===== config.mk =====
export PLATFORM = sky130hd
export DESIGN_NAME = mem_arbiter
export DESIGN_NICKNAME = d
export VERILOG_FILES = /design/src/rtl/mem_pkg.sv /design/src/rtl/mem_arbiter_rr_arb2.sv /design/src/rtl/mem_arbiter.sv
export SDC_FILE = /design/constraint.sdc
export NUM_CORES = 1
export LEC_CHECK = 0
export CORE_UTILIZATION = 30
export CTS_CLUSTER_SIZE = 16
export DETAILED_ROUTE_END_ITERATION = 8
export SYNTH_ARGS = -nofsm -noshare
export SYNTH_HDL_FRONTEND = slang
export SYNTH_SLANG_ARGS = --single-unit

===== constraint.sdc =====
create_clock -name clk -period 2.5 [get_ports clk]
set_clock_uncertainty 0.1 [all_clocks]
set_input_delay 0.375 -clock clk [delete_from_list [all_inputs] [get_ports clk]]
set_output_delay 0.375 -clock clk [all_outputs]
set_load 0.005 [all_outputs]

===== src/rtl/mem_pkg.sv =====
// Shared command encoding and FSM state type for the two-master RAM arbiter.
package mem_pkg;

    typedef logic [1:0] mem_cmd_t;

    localparam mem_cmd_t MNONE  = 2'b00;
    localparam mem_cmd_t MREAD  = 2'b01;
    localparam mem_cmd_t MWRITE = 2'b10;

    typedef enum logic [1:0] {
        IDLE,
        ACCESS,
        WAIT,
        ACK
    } arb_state_t;

    // Code 2'b11 is reserved and behaves exactly like MNONE.
    function automatic logic cmd_valid(input mem_cmd_t cmd);
        return (cmd == MREAD) || (cmd == MWRITE);
    endfunction

endpackage


===== src/rtl/mem_arbiter_rr_arb2.sv =====
// Two-way round-robin pick: a lone requester wins, a tie goes to the one not served last.
module rr_arb2 (
    input  logic [1:0] req,
    input  logic       last,
    output logic       winner
);

    always_comb begin
        winner = 1'b0;
        if (req == 2'b11) begin
            winner = ~last;
        end else if (req[1]) begin
            winner = 1'b1;
        end
    end

endmodule


===== src/rtl/mem_arbiter.sv =====
// Shares one single-port synchronous RAM between m0 and m1; one transaction at a time,
// sequenced IDLE -> ACCESS -> (WAIT for reads) -> ACK.
module mem_arbiter
    import mem_pkg::*;
#(
    parameter int AW     = 9,
    parameter int DW     = 16,
    parameter int RD_LAT = 1
) (
    input  logic          clk,
    input  logic          reset,
    input  mem_cmd_t      m0_cmd,
    input  logic [AW-1:0] m0_addr,
    input  logic [DW-1:0] m0_wdata,
    output logic          m0_ack,
    output logic [DW-1:0] m0_rdata,
    input  mem_cmd_t      m1_cmd,
    input  logic [AW-1:0] m1_addr,
    input  logic [DW-1:0] m1_wdata,
    output logic          m1_ack,
    output logic [DW-1:0] m1_rdata,
    output logic [AW-1:0] ram_addr,
    output logic [DW-1:0] ram_wdata,
    output logic          ram_write,
    input  logic [DW-1:0] ram_rdata,
    output logic          busy,
    output logic          owner,
    output arb_state_t    fsm_state
);

    localparam logic [2:0] LAT_INIT = 3'(RD_LAT);

    arb_state_t    state;
    arb_state_t    next_state;
    mem_cmd_t      lat_cmd;
    logic [AW-1:0] lat_addr;
    logic [DW-1:0] lat_wdata;
    logic          last;
    logic [2:0]    lat_cnt;
    logic [1:0]    req;
    logic          winner;

    assign req = {cmd_valid(m1_cmd), cmd_valid(m0_cmd)};

    rr_arb2 u_arb (
        .req    (req),
        .last   (last),
        .winner (winner)
    );

    always_ff @(posedge clk or posedge reset) begin
        if (reset) begin
            state <= IDLE;
        end else begin
            state <= next_state;
        end
    end

    always_comb begin
        next_state = state;
        case (state)
            IDLE:    if (req != 2'b00) next_state = ACCESS;
            ACCESS:  next_state = (lat_cmd == MWRITE) ? ACK : WAIT;
            WAIT:    if (lat_cnt == 3'd1) next_state = ACK;
            ACK:     next_state = IDLE;
            default: next_state = IDLE;
        endcase
    end

    // Request fields are captured once in IDLE; later input changes cannot disturb the access.
    always_ff @(posedge clk or posedge reset) begin
        if (reset) begin
            lat_cmd   <= MNONE;
            lat_addr  <= '0;
            lat_wdata <= '0;
            owner     <= 1'b0;
            last      <= 1'b1;
            lat_cnt   <= 3'd0;
            m0_rdata  <= '0;
            m1_rdata  <= '0;
        end else begin
            case (state)
                IDLE: begin
                    if (req != 2'b00) begin
                        owner     <= winner;
                        last      <= winner;
                        lat_cmd   <= winner ? m1_cmd : m0_cmd;
                        lat_addr  <= winner ? m1_addr : m0_addr;
                        lat_wdata <= winner ? m1_wdata : m0_wdata;
                    end
                end
                ACCESS: begin
                    if (lat_cmd == MREAD) lat_cnt <= LAT_INIT;
                end
                WAIT: begin
                    lat_cnt <= lat_cnt - 3'd1;
                    if (lat_cnt == 3'd1) begin
                        if (owner) m1_rdata <= ram_rdata;
                        else       m0_rdata <= ram_rdata;
                    end
                end
                default: ;
            endcase
        end
    end

    always_comb begin
        ram_write = (state == ACCESS) && (lat_cmd == MWRITE);
        m0_ack    = (state == ACK) && !owner;
        m1_ack    = (state == ACK) && owner;
        busy      = (state != IDLE);
    end

    assign ram_addr  = lat_addr;
    assign ram_wdata = lat_wdata;
    assign fsm_state = state;

endmodule


# == Word level (Yosys, flattened, before mapping) ==
# Cells that the tools add are included.
# totals
reg_bits,66
input_bits,72
out_inout_bits,64
wordCells,52
# classes
add_sub_neg,1
n_eq_ne,14
n_mux,11
n_bitwise,2
n_reduce_logical,15
# op_table
cell,count
2-to-1 mux 16 bit,1
"equality test 2 bit, second input constant",6
2-to-1 mux 9 bit,1
"equality test 2 x 1 -> 1 bit, second input constant",4
case mux 2 bit (4 select lines),1
2-to-1 mux 2 bit,3
"inequality test 2 bit, second input constant",3
case mux 3 bit (2 select lines),1
AND reduction 2 bit,3
AND reduction 3 bit,2
nonzero test 2 bit,3
"equality test 3 x 1 -> 1 bit, second input constant",1
logical AND 1 bit,3
2-to-1 mux 1 bit,3
2-to-1 mux 3 bit,1
"subtractor 3 x 1 -> 3 bit, second input constant",1
zero test 2 bit,1
logical OR 1 bit,2
NOT 1 bit,2
zero test 1 bit,1

# == Longest topological paths before layout ==
# depth
ltp_word,5
depth_mapped,8
ltp_nobuf,6

# == By module ==
# Synthesis repeated with hierarchy kept, for this count alone.
# unflattened
cells_unflattened,233
hier_area_um2,2919.0
# modules_own_cells
mod,n_inst,cells_each,area_per_inst_um2,seq_area_each_um2
mem_arbiter,1,232,2907.8,1652.8
rr_arb2,1,1,11.3,0.0

# == Least setup slack after synthesis ==
# OpenSTA, ideal clock, no wires.
# synth_timing
path_kind,reg2reg
start,register state[0] (netlist: fsm_state[0])
end,register m0_rdata[0]
setup_time_ns,0.125
t_arrival_ns,1.682
required_time_ns,2.275
setup_slack_ns,0.593
path_stages_with_launch,8
path_buffers,2
period_less_slack_ns,1.907
path_cell_list,dfrtp_1 > inv_1 > ha_1 > nor2b_4 > and3_1 > buf_4 > buf_6 > mux2_2
# synth_between
elab_chain_cells,2
# synth_rtl
element,line,source
start: declaration,mem_arbiter.sv:33,arb_state_t state;
start signal: assignment,mem_arbiter.sv:55,state <= next_state;
equality test 2 bit,mem_arbiter.sv:82,case (state)
AND reduction 3 bit (no line),-,
end signal: assignment,mem_arbiter.sv:99,else m0_rdata <= ram_rdata;
end: declaration,mem_arbiter.sv:16,"output logic [DW-1:0] m0_rdata,"
# No other way between the ends.
# A chain may end at the register's enable or synchronous reset.

# == Worst setup path in the final report ==
# layout_timing
start,register state[1] (netlist: fsm_state[1])
end,output ram_write
# layout_between
elab_chain_cells,2
# layout_rtl
element,line,source
equality test 2 x 1 -> 1 bit,mem_arbiter.sv:108,ram_write = (state == ACCESS) && (lat_cmd == MWRITE);
logical AND 1 bit,mem_arbiter.sv:108,
end: declaration,mem_arbiter.sv:24,"output logic ram_write,"
# No other way between the ends.

==> qor.csv <==
metric,value,unit
seq_power_share,35.1,%
diodes,0,
cp_slowest_stage_delay,0.50,ns
numCtsBuffers,9,
final-seq-area,1650,sq um
instances_no_fill,549,
fp.dieH,102,microns
clk_pin_slew_worst_paths,0.07,ns
start_kind,register,
cts.sinks,66,
p_comb_share,46.6,%
hold_slack,0.271,ns
ys_types,33,
hold_buffers,0,
dp_hpwl,5470,microns
port_buffers,135,
synth_top_cell_area_share,54.1,%
initial_core_util,30.9,%
timing.setup.critical_path_class,reg2out,
synthCells,273,
routed_via_density,4.50,
postCtsSetupRepairBufs,0,
regToRegEndpoint,m1_rdata[0],
place_ws,0.214,ns
first_global_vias,2393,
core,9730,sq um
root_buffer,clkbuf_8,
syn_area,3010,sq um
vias,2469,
gr-total-overflow,0,
ys_seq_area_share,54.9,%
min_period,2.31,ns
syn_to_final_growth,56.3,%
yosys_warnings,0,
grtUsageTotal,14.7,%
yosysTopAreaCell,dfrtp_1,
fmax,433,MHz
finalSetupViolCount,0,
tns,0,ns
rsz0062_at_grt,no,
fin_total_pwr,0.00545,W
die_area,10400,sq um
p_sw,0.00170,W
fillerInstances,930,
drc,0,
wl,7530,microns
cap_violations,0,
avgSynthCellArea,11.0,sq um
clkPwrFrac,18.3,%
grt_pass1_wl,11500,microns
rows,36,
final_nets,490,
cp.arrival,1.84,ns
cp_cell_sequence,"inv_1, ha_1, and3_1, clkdlybuf4s50_1",
antenna_found_initial,0,
slew_headroom,50.6,%
hold_violations,0,
critical_path_peak_fanout,5,
drt_iter0_drc,74,
synthTopCellsByArea,"dfrtp_1 54%, mux2_2 12%, nand2_1 6.9%",
drtPass1Iterations,4,
worst_pin_slew,0.738,ns
cp_slowest_cell,clkdlybuf4s50_1,
wire_per_inst,13.7,microns
ant_nets,0,
routabilityCongestion,0.722,
die_x,102,microns
cp_data_required_time,2.03,ns
cts_tree,done,
reg2reg_from,fsm_state[0],
setup_slack,0.189,ns
status,"complete, no violations",
synth-seq-cells,66,
num_io_pins,136,
clkLatencyLatePin,0.34,ns
critPathCaptureType,output port,
grt_max_degree,53,
cp_top_family,buffers and inverters,
path_buf_inv,2,
drv_slew,0,
min_period_over_period,92.5,%
layout-drive-gt1-share,14.9,%
swShare,31.2,%
p_int,0.00375,W
ir_drop,0.000357,V
p_per_area,1160,nW/um^2
multi_input_area,1210,sq um
dp.cells,533,
r2r_slack,0.41,ns
p_leak,1.97,nW
htreeDepth,3,
hold_path_class,in2async,
syn_nets,352,
cts_buffer_depth,2,
r2r_cells,5,
post_cts_resized,0,
## logic make-up after synthesis
group	count (synthesis)	share of synthesized area (%)
buffers and inverters	24	5.24
multiplexers	32	12.0
AO/OA/AOI/OAI	44	9.98
flip-flops	66	54.9
AND/OR/NAND/NOR	97	13.6
XOR/XNOR	3	1.37
adder cells (fa/ha/maj)	7	2.91
## layout by cell type (no fill, tap or decap), types with 2 or more instances in the layout
cell and n:
ha_1 7, and3_1 3, clkinv_4 2, buf_12 2, nand2_1 55, dfrtp_1 65
inv_6 2, o21ai_0 5, o22ai_1 2, nor2b_1 5, a21oi_1 2, inv_1 10
mux2_2 32, bufinv_16 2, buf_4 3, nand2b_1 2, nor2_1 28, clkbuf_8 9
clkdlybuf4s50_1 135, o221ai_1 2, a31oi_1 25
## worst max-delay path by stage
stage,cells after the start,from,to,slack (ns)
floorplan,1,reset,fsm_state[0],0.37
global placement,5,m0_cmd[1],ram_addr[3],0.28
detailed placement,5,m0_cmd[1],ram_wdata[15],0.21
CTS,4,fsm_state[1],ram_write,0.16
global route,4,fsm_state[1],ram_write,0.06
finish,4,fsm_state[1],ram_write,0.19
## flip-flops by register name, summed over array words and instances (netlist names)
register,cells
owner,1
m0_rdata,16
fsm_state,2
m1_rdata,16
ram_addr,9
last,1
lat_cnt,3
lat_cmd,2
ram_wdata,16
## cell usage after synthesis
cell type,number
o22ai_1,2
o221ai_1,2
xnor2_1,1
nor2_1,28
dfrtp_1,65
buf_2,3
ha_1,7
o21ai_1,1
o2bb2ai_1,1
buf_6,7
xnor2_2,1
a32oi_1,1
nand3_2,1
nand2b_1,2
and2_1,1
nand2_1,55
a31oi_1,25
dfstp_2,1
mux2_2,32
o21ai_4,1
o21a_4,1
o21ai_0,5
a21oi_2,1
buf_4,3
a22oi_1,1
inv_1,11
nor2b_4,1
a21oi_1,2
xor2_2,1
a211o_1,1
nor3_1,1
and3_1,3
nor2b_1,5
## layer usage
| layer | vias to the layer above | part of all wire (%) | track usage, % |
|---|---|---|---|
| li1 | 1206 | - | - |
| met1 | 1142 | 43 | 17.1 |
| met2 | 112 | 45 | 24.1 |
| met3 | 9 | 10 | 6.29 |
| met4 | 0 | 1.3 | 5.60 |
| met5 | - | 0 | 0 |
## through the flow
| stage | cell area, sq um | utilization, % |
|---|---|---|
| 3_3_place_gp | 4480 | 46.1 |
| 2_1_floorplan | 3010 | - |
| 5_1_grt | 4700 | 48.4 |
| 4_1_cts | 4700 | 48.4 |
| 3_5_place_dp | 4480 | 46.1 |
| 6_report | 4700 | 48.4 |
## layout make-up
| type | instances | share of cell area [%] |
|---|---|---|
| tap | 133 | 3.54 |
| clock inverter | 7 | 2.13 |
| multi-input combinational | 183 | 25.6 |
| timing repair buffer | 140 | 30.1 |
| clock buffer | 9 | 2.63 |
| inverter | 11 | 0.878 |
| sequential | 66 | 35.1 |
## power groups by stage
stage                     Combinational [W]  Clock [W]  Sequential (W)
after floorplan                     0.00117          0         0.00195
after global placement              0.00254          0         0.00192
after detailed placement            0.00257          0         0.00194
after CTS                           0.00258    0.00103         0.00192
after global routing                0.00281    0.00108         0.00198
final                               0.00254   0.000998         0.00191
Power figures use the tool's default switching activity.
